$ cat config.mk
export PLATFORM = sky130hd
export DESIGN_NAME = rom_fetch_master
export DESIGN_NICKNAME = d
export VERILOG_FILES = /design/src/rtl/rom_fetch_pkg.sv /design/src/rtl/rom_wait_timer.sv /design/src/rtl/rom_fetch_master.sv
export SDC_FILE = /design/constraint.sdc
export NUM_CORES = 1
export LEC_CHECK = 0
export CORE_MARGIN = 4
export CORE_UTILIZATION = 42
export CTS_BUF_LIST = sky130_fd_sc_hd__clkbuf_4 sky130_fd_sc_hd__clkbuf_8
export DETAILED_ROUTE_END_ITERATION = 10
export HOLD_SLACK_MARGIN = 0.15
export PLACE_DENSITY = 0.75
export SYNTH_ARGS = -nofsm -noshare
export SYNTH_HDL_FRONTEND = slang
export SYNTH_SLANG_ARGS = --single-unit
$ cat constraint.sdc
create_clock -name clk -period 2.2 [get_ports clk]
set_input_delay 0.22 -clock clk [delete_from_list [all_inputs] [get_ports clk]]
set_output_delay 0.22 -clock clk [all_outputs]
set_load 0.02 [all_outputs]
$ cat src/rtl/rom_fetch_pkg.sv
// rom_fetch_pkg: shared constants for the ROM fetch master and its wait timer
package rom_fetch_pkg;
    localparam int CNT_W = 4;
    localparam logic [2:0] ST_IDLE   = 3'd0;
    localparam logic [2:0] ST_ACC_LO = 3'd1;
    localparam logic [2:0] ST_REC_LO = 3'd2;
    localparam logic [2:0] ST_ACC_HI = 3'd3;
    localparam logic [2:0] ST_REC_HI = 3'd4;
    localparam logic [2:0] ST_RESP   = 3'd5;
    localparam logic HALF_LO = 1'b0;
    localparam logic HALF_HI = 1'b1;
endpackage

$ cat src/rtl/rom_wait_timer.sv
// rom_wait_timer: 4-bit phase timer; done is high in the cycle whose closing edge ends the phase
module rom_wait_timer
    import rom_fetch_pkg::*;
(
    input  logic             clk,
    input  logic             reset,
    input  logic             start,
    input  logic             en,
    input  logic [CNT_W-1:0] length,
    output logic             done
);
    logic [CNT_W-1:0] cnt;
    assign done = en && (cnt == length - CNT_W'(1));
    // count while enabled, restart on start or at the terminal edge
    always_ff @(posedge clk or posedge reset) begin
        if (reset) cnt <= '0;
        else if (start || done) cnt <= '0;
        else if (en) cnt <= cnt + CNT_W'(1);
    end
endmodule

$ cat src/rtl/rom_fetch_master.sv
// rom_fetch_master: 32-bit fetch over a 16-bit async ROM bus; optional ROM_FETCH_LASTADDR_CACHE_EN
module rom_fetch_master
    import rom_fetch_pkg::*;
#(
    parameter int DATA_WIDTH     = 16,
    parameter int ADDR_BITS      = 12,
    parameter int WAIT_CYCLES    = 6,
    parameter int RECOVER_CYCLES = 1
) (
    input  logic                    clk,
    input  logic                    reset,
    input  logic                    req_valid,
    output logic                    req_ready,
    input  logic [ADDR_BITS-1:0]    req_addr,
    output logic                    rsp_valid,
    input  logic                    rsp_ready,
    output logic [2*DATA_WIDTH-1:0] rsp_data,
    output logic                    mem_ce_n,
    output logic                    mem_oe_n,
    output logic [ADDR_BITS:0]      mem_addr,
    input  logic [DATA_WIDTH-1:0]   mem_data
);
    logic [2:0] state;
    logic acc, busy, tdone, hit;
    logic [2*DATA_WIDTH-1:0] hit_data;
    assign acc  = (state == ST_ACC_LO) || (state == ST_ACC_HI);
    assign busy = acc || (state == ST_REC_LO) || (state == ST_REC_HI);
    rom_wait_timer u_timer (
        .clk    (clk),
        .reset  (reset),
        .start  (state == ST_IDLE),
        .en     (busy),
        .length (acc ? CNT_W'(WAIT_CYCLES) : CNT_W'(RECOVER_CYCLES)),
        .done   (tdone)
    );
`ifdef ROM_FETCH_LASTADDR_CACHE_EN
    logic                    cache_valid;
    logic [ADDR_BITS-1:0]    cache_tag;
    logic [2*DATA_WIDTH-1:0] cache_data;
    assign hit      = cache_valid && (cache_tag == req_addr);
    assign hit_data = cache_data;
    // remember the most recently completed bus fetch
    always_ff @(posedge clk or posedge reset) begin
        if (reset) begin
            cache_valid <= 1'b0;
            cache_tag   <= '0;
            cache_data  <= '0;
        end else if (state == ST_REC_HI && tdone) begin
            cache_valid <= 1'b1;
            cache_tag   <= mem_addr[ADDR_BITS:1];
            cache_data  <= rsp_data;
        end
    end
`else
    assign hit      = 1'b0;
    assign hit_data = '0;
`endif
    // fetch sequencer: two timed halfword accesses, each followed by a bus recovery gap
    always_ff @(posedge clk or posedge reset) begin
        if (reset) begin
            state     <= ST_IDLE;
            req_ready <= 1'b1;
            rsp_valid <= 1'b0;
            rsp_data  <= '0;
            mem_ce_n  <= 1'b1;
            mem_oe_n  <= 1'b1;
            mem_addr  <= '0;
        end else begin
            case (state)
                ST_IDLE: if (req_valid && req_ready) begin
                    req_ready <= 1'b0;
                    if (hit) begin
                        rsp_data  <= hit_data;
                        rsp_valid <= 1'b1;
                        state     <= ST_RESP;
                    end else begin
                        mem_addr <= {req_addr, HALF_LO};
                        mem_ce_n <= 1'b0;
                        mem_oe_n <= 1'b0;
                        state    <= ST_ACC_LO;
                    end
                end
                ST_ACC_LO: if (tdone) begin
                    rsp_data[DATA_WIDTH-1:0] <= mem_data;
                    mem_ce_n <= 1'b1;
                    mem_oe_n <= 1'b1;
                    state    <= ST_REC_LO;
                end
                ST_REC_LO: if (tdone) begin
                    mem_addr[0] <= HALF_HI;
                    mem_ce_n    <= 1'b0;
                    mem_oe_n    <= 1'b0;
                    state       <= ST_ACC_HI;
                end
                ST_ACC_HI: if (tdone) begin
                    rsp_data[2*DATA_WIDTH-1:DATA_WIDTH] <= mem_data;
                    mem_ce_n <= 1'b1;
                    mem_oe_n <= 1'b1;
                    state    <= ST_REC_HI;
                end
                ST_REC_HI: if (tdone) begin
                    rsp_valid <= 1'b1;
                    state     <= ST_RESP;
                end
                ST_RESP: if (rsp_ready) begin
                    rsp_valid <= 1'b0;
                    req_ready <= 1'b1;
                    state     <= ST_IDLE;
                end
                default: begin
                    state     <= ST_IDLE;
                    req_ready <= 1'b1;
                end
            endcase
        end
    end
endmodule

Word-level counts from Yosys, hierarchy flattened:

Cells that the tools add are included.

* bits in latches: 0
* memories kept: 0
* output and inout bits: 49
* memory bits (read-only): 0
* memory bits (writable): 0
* register bits after elaboration: 55
* input port bits: 32

* reduce and logical (&&, ||, !) cells: 21
* equality and inequality tests: 13
* bitwise gates (word level): 1
* shift-type cells: 0
* multiply operators: 0
* order comparisons: 0
* divide/modulo/power cells: 0
* muxes and demuxes: 20
* add/subtract/negate cells: 2

Operators by type and width (count)
* 2-to-1 mux 3 bit: 7
* case mux 3 bit (6 select lines): 1
* inequality test 2 x 1 -> 1 bit, second input constant: 5
* AND reduction 3 bit: 3
* 2-to-1 mux 4 bit: 2
* == test 3 x 2 -> 1 bit, second input constant: 2
* == test 3 bit, second input constant: 2
* 2-to-1 mux 1 bit: 6
* case mux 1 bit (3 select lines): 2
* AND reduction 2 bit: 3
* AND reduction 6 bit: 1
* nonzero test 2 bit: 3
* adder 4 x 1 -> 4 bit, second input constant: 1
* == test 4 bit: 1
* logical OR 1 bit: 4
* inequality test 2 bit, second input constant: 2
* case mux 1 bit (2 select lines): 2
* AND reduction 4 bit: 1
* OR reduction 4 bit: 1
* subtractor 3 x 1 -> 4 bit, second input constant: 1
* == test 3 x 1 -> 1 bit, second input constant: 1
* zero test 3 bit: 1
* nonzero test 3 bit: 1
* logical AND 1 bit: 2
* other kinds (2): 2

Depth between registers and ports, before layout:

* word-level depth: 8
* gate-level depth with buffers: 7
* mapped depth without buffers: 4

Modules after synthesis:

From an unflattened synthesis, not the netlist that was laid out.

* cell total of the unflattened synthesis: 167
* area total of the unflattened synthesis: 2377.3 µm²

Modules (own cells, without submodules)
* rom_fetch_master: seq. area each 1278.7 µm², instances 1, cells each 140, area an instance 2098.3 µm²
* rom_wait_timer: seq. area each 100.1 µm², instances 1, cells each 27, area an instance 279.0 µm²

Least setup slack after synthesis:

No wires, ideal clock.

* path type: register to register
* start point: register state[1]
* end point: register mem_addr[10]
* setup slack: 0.473 ns
* path buffers: 2
* arrival: 1.602 ns
* cell stages (with the launch flop): 6
* period minus slack after synthesis: 1.727 ns
* cell sequence: dfrtp_1 -> buf_2 -> or2_2 -> nor3_2 -> buf_4 -> mux2_2

* word-level cells in the longest chain between the ends: 2

Ends and longest elaborated chain
* start: declaration: RTL line rom_fetch_master.sv:23 `logic [2:0] state;`
* start signal: assignment: RTL line rom_fetch_master.sv:61 `state <= ST_IDLE;`
* start signal: assignment: RTL line rom_fetch_master.sv:75 `state <= ST_RESP;`
* start signal: assignment: RTL line rom_fetch_master.sv:80 `state <= ST_ACC_LO;`
* zero test 3 bit: RTL line rom_fetch_master.sv:69 `case (state)`
* AND reduction 2 bit (no line)
* end signal: assignment: RTL line rom_fetch_master.sv:77 `mem_addr <= {req_addr, HALF_LO};`
* end: declaration: RTL line rom_fetch_master.sv:20 `output logic [ADDR_BITS:0] mem_addr,`

No other way between the ends.
A chain may end at the register's enable or synchronous reset.

Worst setup path in the final report:

* start point: register state[0]
* end point: register u_timer.cnt[2]

* word-level cells in the longest chain between the ends: 8
* elaborated cells on any way between the ends: 15
* those cells by class: add/sub: 1; eq/ne: 5; mux: 2; reduce/logical: 7

Ends and longest elaborated chain
* == test 3 x 1 -> 1 bit / == test 3 x 2 -> 1 bit (equally long branches): RTL line rom_fetch_master.sv:26 `assign acc = (state == ST_ACC_LO) || (state == ST_ACC_HI);`
* logical OR 1 bit: RTL line rom_fetch_master.sv:26
* 2-to-1 mux 3 bit: RTL line rom_fetch_master.sv:33 `.length (acc ? CNT_W'(WAIT_CYCLES) : CNT_W'(RECOVER_CYCLES)),`
* subtractor 3 x 1 -> 4 bit: RTL line rom_wait_timer.sv:13 `assign done = en && (cnt == length - CNT_W'(1));`
* == test 4 bit: RTL line rom_wait_timer.sv:13
* logical AND 1 bit: RTL line rom_wait_timer.sv:13
* logical OR 1 bit: RTL line rom_wait_timer.sv:17 `else if (start || done) cnt <= '0;`
* 2-to-1 mux 4 bit / nonzero test 2 bit (equally long branches)
* end signal: assignment: RTL line rom_wait_timer.sv:18 `else if (en) cnt <= cnt + CNT_W'(1);`
* end: declaration: RTL line rom_wait_timer.sv:12 `logic [CNT_W-1:0] cnt;`

Several ways; a longest one is shown, not always the timed one.

==> results.json <==
{
  "drc": 0,
  "cp_cell_sequence": "nor2b_1 > mux2i_1 > nor2_1 > o41ai_1",
  "min_path_type": "in2async",
  "drt_iter0_drc": 100,
  "syn_area_per_cell_um2": 13.8,
  "routed_via_density": 4.96,
  "die_y_um": 83.3,
  "coreArea_mm2": 0.00551,
  "drt-wirelength-per-cell_um": 14.8,
  "insertion_delay_ns": 0.30,
  "synth_top_cell_by_area": "dfrtp_1",
  "clockRootBuffer": "clkbuf_8",
  "place.gp.congestion": 0.763,
  "cts_setup_buffers": 0,
  "n_fill_cell": 446,
  "finalSetupTns_ns": 0,
  "cts_hold_buffers": 0,
  "ys_async_sr_fraction_pct": 100,
  "antenna_found_initial": 0,
  "cp.required_ns": 2.39,
  "dp.cells": 320,
  "ir_drop_uv": 500,
  "synth_ff_type": "dfrtp_1",
  "synth-compound-area-share_pct": 4.36,
  "synth.area.top_cells": "dfrtp_1, mux2_2, mux2_4, dfstp_2, nor2_1",
  "timing.fmax_mhz": 560,
  "fin_cells": 328,
  "period_minus_slack_ns": 1.78,
  "layout_commonest_cell": "clkdlybuf4s50_1",
  "skew_ns": 0.00657,
  "cpMaxStageDelayCell": "dfrtp_1",
  "synth_top_family_by_area": "multiplexers",
  "syn_to_final_growth_pct": 40.0,
  "dieArea_mm2": 0.00694,
  "syn_nets": 206,
  "ys_seq_area_share_pct": 57.9,
  "crit_family": "flip-flops",
  "nets": 288,
  "yosysUniqueCellTypes": 43,
  "cts.htree.levels": 2,
  "drv_slew": 0,
  "dpl.hpwl_um": 3680,
  "first_pass_iters": 3,
  "cts_sinks": 55,
  "io_pins": 81,
  "r2r_slack_ns": 0.42,
  "crit_buf_inv": 0,
  "finalWirelength_um": 4860,
  "synth_edf_count": 0,
  "num_rows": 27,
  "grt_max_degree": 32,
  "place_area_mm2": 0.00325,
  "cts_tree": "done",
  "num_antenna_cells": 0,
  "worstMarginPinSlew_ns": 0.562,
  "layout_common_cells": "clkdlybuf4s50_1, dfrtp_1, mux2_2",
  "grt.total_usage_pct": 14.8,
  "ctsResizeCount": 0,
  "startpoint_type": "register",
  "ys_warn_count": 0,
  "tritoncts.num_buffers": 5,
  "clk_path_buf_depth": 2,
  "outcome": "completed",
  "total_leakage_power_nw": 1.49,
  "post_synth_fa_ha_maj_area_fraction_pct": 0.525,
  "max_cap_viol_count": 0,
  "finalSetupViolCount": 0,
  "syn-cell-area_mm2": 0.00238,
  "synth_seq_cells": 55,
  "vias": 1627,
  "grt_pass1_wl_um": 8510,
  "gr-total-overflow": 0,
  "grt_pass1_vias": 1779,
  "synth-simple-area-share_pct": 9.83,
  "rsz0062_at_grt": "no",
  "max_slew_margin_pct": 62.5,
  "die_x_um": 83.3,
  "synth_xor_area_share_pct": 1.10,
  "critical_path.max_fanout": 12,
  "cp_data_arrival_time_ns": 1.98,
  "hold_viol_final": 0,
  "start_util_pct": 43.2,
  "drive_gt1_share_pct": 26.2,
  "clk_pin_slew_worst_paths_ns": 0.10,
  "final_antenna_net_count": 0,
  "synth_mux_area_share_pct": 22.8,
  "port_buffers": 80,
  "fin_crit_sh_pct": 81.1,
  "crit_path_end_kind": "register",
  "postSynthCellCount": 173,
  "critical_path_class": "reg2reg",
  "p_per_area_mw_per_mm2": 708,
  "slowest_delay_ns": 0.56,
  "synth_top_area_share_pct": 55.7,
  "fin_area_mm2": 0.00333
}
[state kept, by name, indices dropped and copies added, names as in the netlist]
name         flops
rsp_valid        1
u_timer.cnt      4
state            3
mem_oe_n         1
mem_addr        13
req_ready        1
rsp_data        32
[cells in the mapped netlist, drive strengths merged (2+ instances only)]
master	count
xnor2	2
mux2	44
or2	2
buf	8
nor2b	3
nand3	4
dfrtp	53
clkbuf	2
inv	2
and2	2
nand2b	2
nand2	9
nor3	2
o21bai	2
nor2	12
o21ai	2
a21oi	3
o31ai	2
dfstp	2
[final cells by class]
type                            count  area (um^2)  area share (%)
Sequential cell                    55         1380            41.4
Multi-Input combinational cell    106          920            27.6
Timing Repair Buffer               85          851            25.5
Tap cell                           72         90.1            2.70
Clock buffer                        5         68.8            2.06
Clock inverter                      3         18.8           0.563
Inverter                            2         7.51           0.225
[through the flow]
step / power (mW) / util [%] / worst slack [ns] / hold WS [ns]
CTS: 2.40 / 60.6 / 0.427 / 0.293
floorplan: 1.52 / - / 0.473 / 0.369
global placement: 1.83 / 59.0 / 0.471 / 0.487
global route: 2.50 / 60.6 / 0.249 / 0.316
finish: 2.36 / 60.6 / 0.415 / 0.280
detailed placement: 1.84 / 59.0 / 0.444 / 0.491
[path summary, 6_finish.rpt]
check	from	endpoint	cells after the start
worst min register to register	state[2]	state[1]	1
worst max register to register	state[0]	u_timer.cnt[2]	4
worst min-delay path	reset	rsp_valid	2
worst max-delay path	state[0]	u_timer.cnt[2]	4
max in group asynchronous	reset	state[2]	3
min in group clk	state[2]	state[1]	1
[cells by family after synthesis]
group,count (synthesis)
compound gates,15
flops,55
xor+xnor,3
simple gates,42
buf+inv,12
mux,45
fa+ha+maj,1
[worst reg2reg max path, delay by kind of cell, from the launching register on]
kind             cells  cell delay (ns)
AO/OA/AOI/OAI        1             0.38
flip-flops           1             0.56
multiplexers         1             0.33
AND/OR/NAND/NOR      2             0.40
[report_power, final]
part	switching, mW	total (mW)	internal, mW
clock network	0.329	0.554	0.225
registers	0.0710	1.19	1.12
logic	0.283	0.615	0.332
total	0.684	2.36	1.68
[routing by layer]
layer / wire, um / GRT usage [%] / vias up
met2: 2490 / 25.0 / 47
met5: 0 / 0 / -
met1: 1990 / 18.3 / 812
met3: 351 / 5.46 / 3
li1: - / - / 765
met4: 22 / 2.82 / 0
(Power assumes the default switching activity.)
